$ cat src/rtl/trigger_conditioner.sv
// trigger_conditioner: synchronises and filters the raw target trigger,
// detects the selected edge/level, and gates it through an arm/holdoff FSM
// into a single-cycle fire strobe for the pulser. Keeps saturating fire and
// missed-event counters for status reporting.
module trigger_conditioner #(
    parameter int SYNC_STAGES = 2,
    parameter int FILTER_W    = 8,
    parameter int HOLDOFF_W   = 16
) (
    input  logic                 clk,
    input  logic                 rst,
    input  logic                 trigger_i,
    input  logic                 arm_i,
    input  logic                 disarm_i,
    input  logic [1:0]           edge_sel_i,
    input  logic [FILTER_W-1:0]  filter_len_i,
    input  logic [HOLDOFF_W-1:0] holdoff_i,
    input  logic                 auto_rearm_i,
    input  logic                 pulser_ready_i,
    output logic                 fire_o,
    output logic                 armed_o,
    output logic                 trig_level_o,
    output logic [7:0]           fire_count_o,
    output logic [7:0]           missed_count_o
);

    localparam logic [FILTER_W-1:0]  F_ONE = {{(FILTER_W-1){1'b0}}, 1'b1};
    localparam logic [HOLDOFF_W-1:0] H_ONE = {{(HOLDOFF_W-1){1'b0}}, 1'b1};

    typedef enum logic [1:0] {
        IDLE    = 2'd0,
        ARMED   = 2'd1,
        HOLDOFF = 2'd2
    } state_t;

    logic [SYNC_STAGES-1:0] r_sync;
    logic                   r_filt;
    logic                   r_filt_d;
    logic [FILTER_W-1:0]    r_fcnt;
    logic [HOLDOFF_W-1:0]   r_hcnt;
    logic [7:0]             r_fire_cnt;
    logic [7:0]             r_miss_cnt;
    logic                   r_fire;
    state_t                 r_state;

    state_t w_next;
    logic   w_s;
    logic   w_event;
    logic   w_fire_set;
    logic   w_miss;
    logic   w_clr_cnt;
    logic   w_load_hold;

    assign w_s = r_sync[SYNC_STAGES-1];

    // Metastability chain: trigger_i enters at bit 0, last stage is the clean sample
    always_ff @(posedge clk) begin
        if (!rst) r_sync <= '0;
        else      r_sync <= {r_sync[SYNC_STAGES-2:0], trigger_i};
    end

    // Glitch filter: a new level must persist filter_len_i extra cycles; runs in every state
    always_ff @(posedge clk) begin
        if (!rst) begin
            r_filt   <= 1'b0;
            r_filt_d <= 1'b0;
            r_fcnt   <= '0;
        end else begin
            r_filt_d <= r_filt;
            if (w_s != r_filt) begin
                if (r_fcnt == filter_len_i) begin
                    r_filt <= w_s;
                    r_fcnt <= '0;
                end else begin
                    r_fcnt <= r_fcnt + F_ONE;
                end
            end else begin
                r_fcnt <= '0;
            end
        end
    end

    // Event qualification from the filtered level and its one-cycle-old copy
    always_comb begin
        w_event = 1'b0;
        case (edge_sel_i)
            2'b00:   w_event = r_filt & ~r_filt_d;
            2'b01:   w_event = ~r_filt & r_filt_d;
            2'b10:   w_event = r_filt ^ r_filt_d;
            default: w_event = r_filt;
        endcase
    end

    // FSM state register
    always_ff @(posedge clk) begin
        if (!rst) r_state <= IDLE;
        else      r_state <= w_next;
    end

    // FSM next state and action strobes; disarm overrides everything else
    always_comb begin
        w_next      = r_state;
        w_fire_set  = 1'b0;
        w_miss      = 1'b0;
        w_clr_cnt   = 1'b0;
        w_load_hold = 1'b0;
        if (disarm_i) begin
            w_next = IDLE;
        end else begin
            case (r_state)
                IDLE: begin
                    if (arm_i) begin
                        w_next    = ARMED;
                        w_clr_cnt = 1'b1;
                    end
                end
                ARMED: begin
                    if (w_event) begin
                        if (pulser_ready_i) begin
                            w_fire_set  = 1'b1;
                            w_load_hold = 1'b1;
                            w_next      = auto_rearm_i ? HOLDOFF : IDLE;
                        end else begin
                            w_miss = 1'b1;
                        end
                    end
                end
                HOLDOFF: begin
                    if (r_hcnt == '0) w_next = ARMED;
                end
                default: w_next = IDLE;
            endcase
        end
    end

    // Holdoff countdown: loaded at fire, counts down to zero while in HOLDOFF
    always_ff @(posedge clk) begin
        if (!rst) begin
            r_hcnt <= '0;
        end else if (w_load_hold) begin
            r_hcnt <= holdoff_i;
        end else if (r_state == HOLDOFF && r_hcnt != '0) begin
            r_hcnt <= r_hcnt - H_ONE;
        end
    end

    // Registered fire strobe and saturating event counters (cleared on arm)
    always_ff @(posedge clk) begin
        if (!rst) begin
            r_fire     <= 1'b0;
            r_fire_cnt <= '0;
            r_miss_cnt <= '0;
        end else begin
            r_fire <= w_fire_set;
            if (w_clr_cnt) begin
                r_fire_cnt <= '0;
                r_miss_cnt <= '0;
            end else begin
                if (w_fire_set && r_fire_cnt != 8'hFF) r_fire_cnt <= r_fire_cnt + 8'd1;
                if (w_miss && r_miss_cnt != 8'hFF)     r_miss_cnt <= r_miss_cnt + 8'd1;
            end
        end
    end

    assign fire_o         = r_fire;
    assign armed_o        = (r_state == ARMED);
    assign trig_level_o   = r_filt;
    assign fire_count_o   = r_fire_cnt;
    assign missed_count_o = r_miss_cnt;

endmodule

$ cat config.mk
export PLATFORM = sky130hd
export DESIGN_NAME = trigger_conditioner
export DESIGN_NICKNAME = d
export VERILOG_FILES = /design/src/rtl/trigger_conditioner.sv
export SDC_FILE = /design/constraint.sdc
export NUM_CORES = 1
export LEC_CHECK = 0
export BUFFER_PORTS_ARGS = -buffer_cell sky130_fd_sc_hd__buf_2
export CAP_MARGIN = 20
export CORE_MARGIN = 2
export CORE_UTILIZATION = 50
export CTS_CLUSTER_SIZE = 10
export DETAILED_ROUTE_END_ITERATION = 10
export PLACE_DENSITY = 0.82
export SLEW_MARGIN = 20
export SYNTH_ARGS = -nofsm -noshare
export SYNTH_HDL_FRONTEND = slang
export SYNTH_SLANG_ARGS = --single-unit
$ cat constraint.sdc
create_clock -name clk -period 2.15 [get_ports clk]
set_clock_uncertainty 0.05 [all_clocks]
set_input_delay 0.1075 -clock clk [delete_from_list [all_inputs] [get_ports clk]]
set_output_delay 0.1075 -clock clk [all_outputs]
set_load 0.05 [all_outputs]
==> qor.yml, run 1 <==
vias: 2700
crit_arrival_ns: 2.24
wl_met1_um: 2840
worstSetupStartpointType: "flip-flop"
synth_top_area_frac: 0.339
initial_core_util: 0.511
hp-start: "holdoff_i[1]"
min_period_over_period: 0.955
grt_max_degree: 19
grtUsageTotal: 0.211
clk_path_buf_depth: 2
dieArea_um2: 6170
place.gp.congestion: 0.807
max_freq_ghz: 0.487
rsz0062_at_grt: "true"
cts_root_buffer: "clkbuf_8"
reg2reg_from: "trig_level_o$_SDFFE_PN0P_"
r2r_end: "missed_count_o[3]$_SDFFE_PP0P_"
seq_area_um2: 945
required_ns: 2.34
wl_per_cell_um: 14.1
synth_edf_count: 0
pin_count: 52
clk_pin_slew_ns: 0.09
final_antenna_net_count: 0
dr_wl_met3_um: 342
hold_class: "input pin to flip-flop"
cp_cell_sequence: "inv_2 > ha_4 > mux4_2 > or4_1 > a21oi_1"
synth_commonest_cells: "47 x dfxtp_1, 21 x nand2_1, 20 x nor2_1, 17 x nor3_1, 15 x o31ai_1"
pre_cts_slack_ns: 0.0577
hold_violations: 0
synthArstFlopShare: 0
slowest_stage: "mux4_2"
ys_types: 56
clk-insertion-delay-late_ns: 0.31
grt_pass1_wl_um: 10700
drc: 0
multi_input_area_um2: 1770
maxSlewHeadroom: 0.573
ys_ff_latch: 47
nets: 417
timing.final.max_slew_violations: 0
overflow: 0
setup_ws_ns: 0.0977
cts_inserted_buffers: 5
syn_avg_cell_area_um2: 8.74
peakVddDrop_uv: 278
drv_cap: 0
r2r_cells: 5
routed.top_layer: "met4"
power_density_nw_per_um2: 478
syn-instance-count: 318
synth-main-ff-cell: "dfxtp_1"
htreeDepth: 2
via_per_inst: 5.99
total_leakage_power_uw: 0.00121
netlist_area_um2: 2780
synth_top_area_cell: "dfxtp_1"
n_antenna_cell: 0
core_um2: 5440
finalSetupViolations: 0
worst_pin_slew_ns: 0.636
crit_fanout: 9
synth_most_common_cell: "dfxtp_1"
io_buffers: 51
routed-wl-met2_um: 3110
die_h_um: 78.6
firstDrtPassIters: 4
dp_hpwl_um: 4520
period_needed_ns: 2.05
syn_to_final_growth_pct: 20.4
rows: 27
n_fill_cell: 480
wirelength_um: 6370
holdPathEnd: "r_hcnt[1]$_SDFFE_PN0P_"
die_width_um: 78.6
cp-end-kind: "flip-flop"
antenna_found_initial: 0
drive_gt1_frac: 0.261
cts_tree: "yes"
cts.sinks: 47
yosys_warnings: 0
critPathKind: "flip-flop to flip-flop"
grt_pass1_vias: 2390
drt_iter0_drc: 163
cp_slowest_stage_delay_ns: 0.56
hold_ws_ns: 0.0406
worstHoldPathCells: 3
ff2ff_setup_slack_ns: 0.1
status: "finished, final reports clean"
synth_area_leaders: "dfxtp_1 34%, a311oi_1 4.4%, o31ai_1 4.1%, or4_1 3.5%, mux2i_1 3.2%"
synth_nets: 357
seq_area_frac_synth: 0.339
[state kept, by name, summed over array words and instances (netlist names)]
name / flops
trig_level_o: 1
fire_count_o: 8
missed_count_o: 8
r_fcnt: 8
r_sync: 2
r_state: 2
fire_o: 1
r_hcnt: 16
r_filt_d: 1
[placed cells by master (no fill, tap or decap), drive strengths merged, types with 9 or more instances in the layout]
cell type and n:
mux2i 9, nor2 20, o31ai 15, buf 67
or4 15, inv 12, dfxtp 47, or3 9
o21ai 9, nor4 9, nand2 21, xnor2 9
nand2b 14, nor3 17, nand3 11, a311oi 14
a21oi 9
[worst max-delay path: cells and delay by family (launching register included)]
kind	cells	cell delay [ns]
AO/OA/AOI/OAI	1	0.16
adder cells (fa/ha/maj)	1	0.24
buffers and inverters	1	0.06
flip-flops	1	0.39
multiplexers	1	0.56
AND/OR/NAND/NOR	1	0.52
[layer usage]
| metal | vias up | GRT usage |
|---|---|---|
| met4 | 0 | 0.0789 |
| met2 | 79 | 0.364 |
| li1 | 1336 | - |
| met1 | 1277 | 0.266 |
| met5 | - | 0 |
| met3 | 8 | 0.0322 |
[metrics by stage]
step | total power (µW) | utilization | setup TNS [ns] | area, µm² | instances
finish | 1600 | 0.615 | 0 | 3350 | 451
global route | 1680 | 0.615 | -0.0363 | 3350 | 451
CTS | 1610 | 0.603 | 0 | 3280 | 448
detailed placement | 1050 | 0.582 | 0 | 3170 | 438
global placement | 1050 | 0.582 | 0 | 3170 | 438
floorplan | 992 | - | 0 | 2800 | 318
[logic make-up after synthesis]
logic type,after synthesis,share of synthesized area
muxes,11,0.0486
and+or+nand+nor,144,0.315
adders and majority gates,6,0.0270
DFF,47,0.339
buffers and inverters,29,0.0432
xor gates and xnor gates,15,0.0473
AOI/OAI and AO/OA,66,0.180
[layout make-up]
cell class | instances | area share
multi-input cells | 242 | 0.530
flip-flops and latches | 47 | 0.282
well taps | 72 | 0.0269
clock inverters | 3 | 0.00748
inverters | 13 | 0.0146
repair buffers | 69 | 0.119
clock buffers | 5 | 0.0206
[power breakdown]
part / total (µW) / switching, µW / internal [µW]
combinational: 161 / 90.1 / 71.2
clock: 555 / 323 / 233
sequential: 882 / 7.53 / 874
total: 1600 / 420 / 1180
[repair_timing]
item,4_1_cts,5_1_grt
buffers inserted,0,2
setup endpoints to repair,0,24
endpoints found under the hold margin,2,0
hold buffers,2,0
resized for setup,0,7
[worst max-delay path by stage]
stage | start | to | cells after the start
floorplan | trig_level_o$_SDFFE_PN0P_ | r_state[1]$_SDFFE_PP0P_ | 8
global placement | r_hcnt[0]$_SDFFE_PN0P_ | r_hcnt[7]$_SDFFE_PN0P_ | 7
detailed placement | trig_level_o$_SDFFE_PN0P_ | r_state[1]$_SDFFE_PP0P_ | 7
CTS | trig_level_o$_SDFFE_PN0P_ | r_state[1]$_SDFFE_PP0P_ | 7
global route | trig_level_o$_SDFFE_PN0P_ | missed_count_o[7]$_SDFFE_PP0P_ | 5
finish | trig_level_o$_SDFFE_PN0P_ | missed_count_o[3]$_SDFFE_PP0P_ | 5
Power figures use the tool's default switching activity.
==> run 2, diff against run 1 <==
--- a/config.mk
+++ b/config.mk
@@ -11,6 +11,7 @@
 export CORE_UTILIZATION = 50
 export CTS_CLUSTER_SIZE = 10
 export DETAILED_ROUTE_END_ITERATION = 10
+export MAX_ROUTING_LAYER = met4
 export PLACE_DENSITY = 0.82
 export SLEW_MARGIN = 20
 export SYNTH_ARGS = -nofsm -noshare
==> qor.yml, run 2 (synthesized netlist as in run 1, its figures left out) <==
wirelength_um: 6340  # -0.36%
routed.top_layer: "met4"
drive_gt1_frac: 0.261  # unchanged
clk_path_buf_depth: 2  # unchanged
firstDrtPassIters: 4  # unchanged
drv_cap: 0  # unchanged
die_width_um: 78.6  # unchanged
crit_fanout: 9  # unchanged
crit_arrival_ns: 2.24  # about the same
startpoint: "trig_level_o$_SDFFE_PN0P_"
setup_ws_ns: 0.0981  # +0.000385 ns
fin_util: 0.615  # unchanged
htreeDepth: 2  # unchanged
layout_commonest_cell: "buf_2"
pwr-share-comb: 0.101  # about the same
maxSlewHeadroom: 0.590  # +0.0177
drc: 0  # unchanged
timing.final.max_slew_violations: 0  # unchanged
grt_pass1_vias: 2387  # -0.13%
sw_frac_of_total: 0.263  # -0.000405
hold_class: "input pin to flip-flop"
hold_ws_ns: 0.0414  # +0.000756 ns
cts_inserted_buffers: 5  # unchanged
tns_ns: 0  # unchanged
cp_slowest_stage_delay_ns: 0.56  # about the same
cp-end-kind: "flip-flop"
max_freq_ghz: 0.487  # about the same
reg2reg_from: "trig_level_o$_SDFFE_PN0P_"
dp_hpwl_um: 4520  # unchanged
peakVddDrop_uv: 278  # about the same
status: "finished, final reports clean"
finalSetupViolations: 0  # unchanged
wl_met1_um: 2790  # -1.8%
power_density_nw_per_um2: 477  # about the same
antenna_found_initial: 0  # unchanged
grt_max_degree: 19  # unchanged
period_needed_ns: 2.05  # -0.000385 ns
cts_root_buffer: "clkbuf_8"
syn_to_final_growth_pct: 20.4  # unchanged
drt_iter0_drc: 153  # -6.1%
critPathKind: "flip-flop to flip-flop"
cp_cell_sequence: "inv_2 > ha_4 > mux4_2 > or4_1 > a21oi_1"
mostFrequentLayoutCells: "52 x buf_2, 46 x dfxtp_1, 21 x nand2_1"
overflow: 0  # unchanged
n_antenna_cell: 0  # unchanged
place.gp.congestion: 0.819  # +1.5%
slowest_stage: "mux4_2"
clock_power_share: 0.347  # about the same
pwr-share-seq: 0.552  # about the same
largest_reg_flops: 16  # unchanged
core_um2: 5440  # unchanged
wl_per_cell_um: 14.1  # -0.36%
routed-wl-met2_um: 3090  # -0.87%
p_sw_uw: 419  # -0.21%
hp-start: "holdoff_i[1]"
p_int_uw: 1180  # about the same
hold_violations: 0  # unchanged
nets: 417  # unchanged
vias: 2738  # +1.4%
io_buffers: 51  # unchanged
via_per_inst: 6.07  # +1.4%
total_leakage_power_uw: 0.00121  # unchanged
initial_core_util: 0.511  # unchanged
final_antenna_net_count: 0  # unchanged
clk-insertion-delay-late_ns: 0.31  # about the same
dr_wl_met3_um: 397  # +16%
required_ns: 2.34  # about the same
n_fill_cell: 480  # unchanged
dieArea_um2: 6170  # unchanged
clk_pin_slew_ns: 0.09  # about the same
rows: 27  # unchanged
top_register: "r_hcnt"
pin_count: 52  # unchanged
min_period_over_period: 0.954  # about the same
cts_tree: "yes"
worst_pin_slew_ns: 0.610  # -0.0263 ns
grtUsageTotal: 0.218  # +0.00679
cts.sinks: 47  # unchanged
pre_cts_slack_ns: 0.0577  # unchanged
grt_pass1_wl_um: 10700  # +0.32%
die_h_um: 78.6  # unchanged
worstSetupStartpointType: "flip-flop"
rsz0062_at_grt: "true"
-- run 2: cell counts in the layout (fill, tap and decap cells not counted) --
Identical to the previous run, type by type.
-- run 2: worst paths after layout --
path / end / slack, ns / depth (start not counted)
worst max register to register: missed_count_o[3]$_SDFFE_PP0P_ / 0.1 / 5
worst min-delay path: r_hcnt[1]$_SDFFE_PN0P_ / 0.04 / 3
worst min register to register: r_sync[1]$_SDFF_PN0_ / 0.40 / 1
worst max-delay path: missed_count_o[3]$_SDFFE_PP0P_ / 0.1 / 5
-- run 2: critical path: cells and delay by family (launching register included) --
| kind | cells | cell delay, ns |
|---|---|---|
| mux | 1 | 0.56 |
| fa+ha+maj | 1 | 0.24 |
| compound gates | 1 | 0.16 |
| flops | 1 | 0.39 |
| simple gates | 1 | 0.52 |
| buf+inv | 1 | 0.06 |
-- run 2: layout make-up --
type / instances / area (µm²) / share of cell area
timing repair buffer: 69 / 397 / 0.119
sequential: 47 / 945 / 0.282
multi-input combinational: 242 / 1770 / 0.530
clock buffer: 5 / 68.8 / 0.0206
inverter: 13 / 48.8 / 0.0146
tap: 72 / 90.1 / 0.0269
clock inverter: 3 / 25.0 / 0.00748
-- run 2: stage by stage --
step           cells  instance area (µm²)  total power, µW
2_1_floorplan    318                 2800              992
3_3_place_gp     438                 3170             1050
3_5_place_dp     438                 3170             1050
4_1_cts          448                 3280             1610
5_1_grt          451                 3350             1680
6_report         451                 3350             1600
-- run 2: timing repair --
item	4_1_cts	5_1_grt
endpoints found under the setup margin	0	25
endpoints found under the hold margin	2	0
hold buffers	2	0
gates resized for setup	0	7
setup buffers	0	2
-- run 2: power groups by stage --
stage,clock network (µW),logic [µW],registers (µW)
floorplan,0,94.4,898
global placement,0,150,902
detailed placement,0,151,902
CTS,575,155,881
global route,620,176,883
finish,554,161,882
-- run 2: per-layer routing --
layer / GRT usage / vias up
li1: - / 1339
met1: 0.268 / 1296
met2: 0.363 / 95
met3: 0.0379 / 8
met4: 0.0737 / 0
met5: - / -
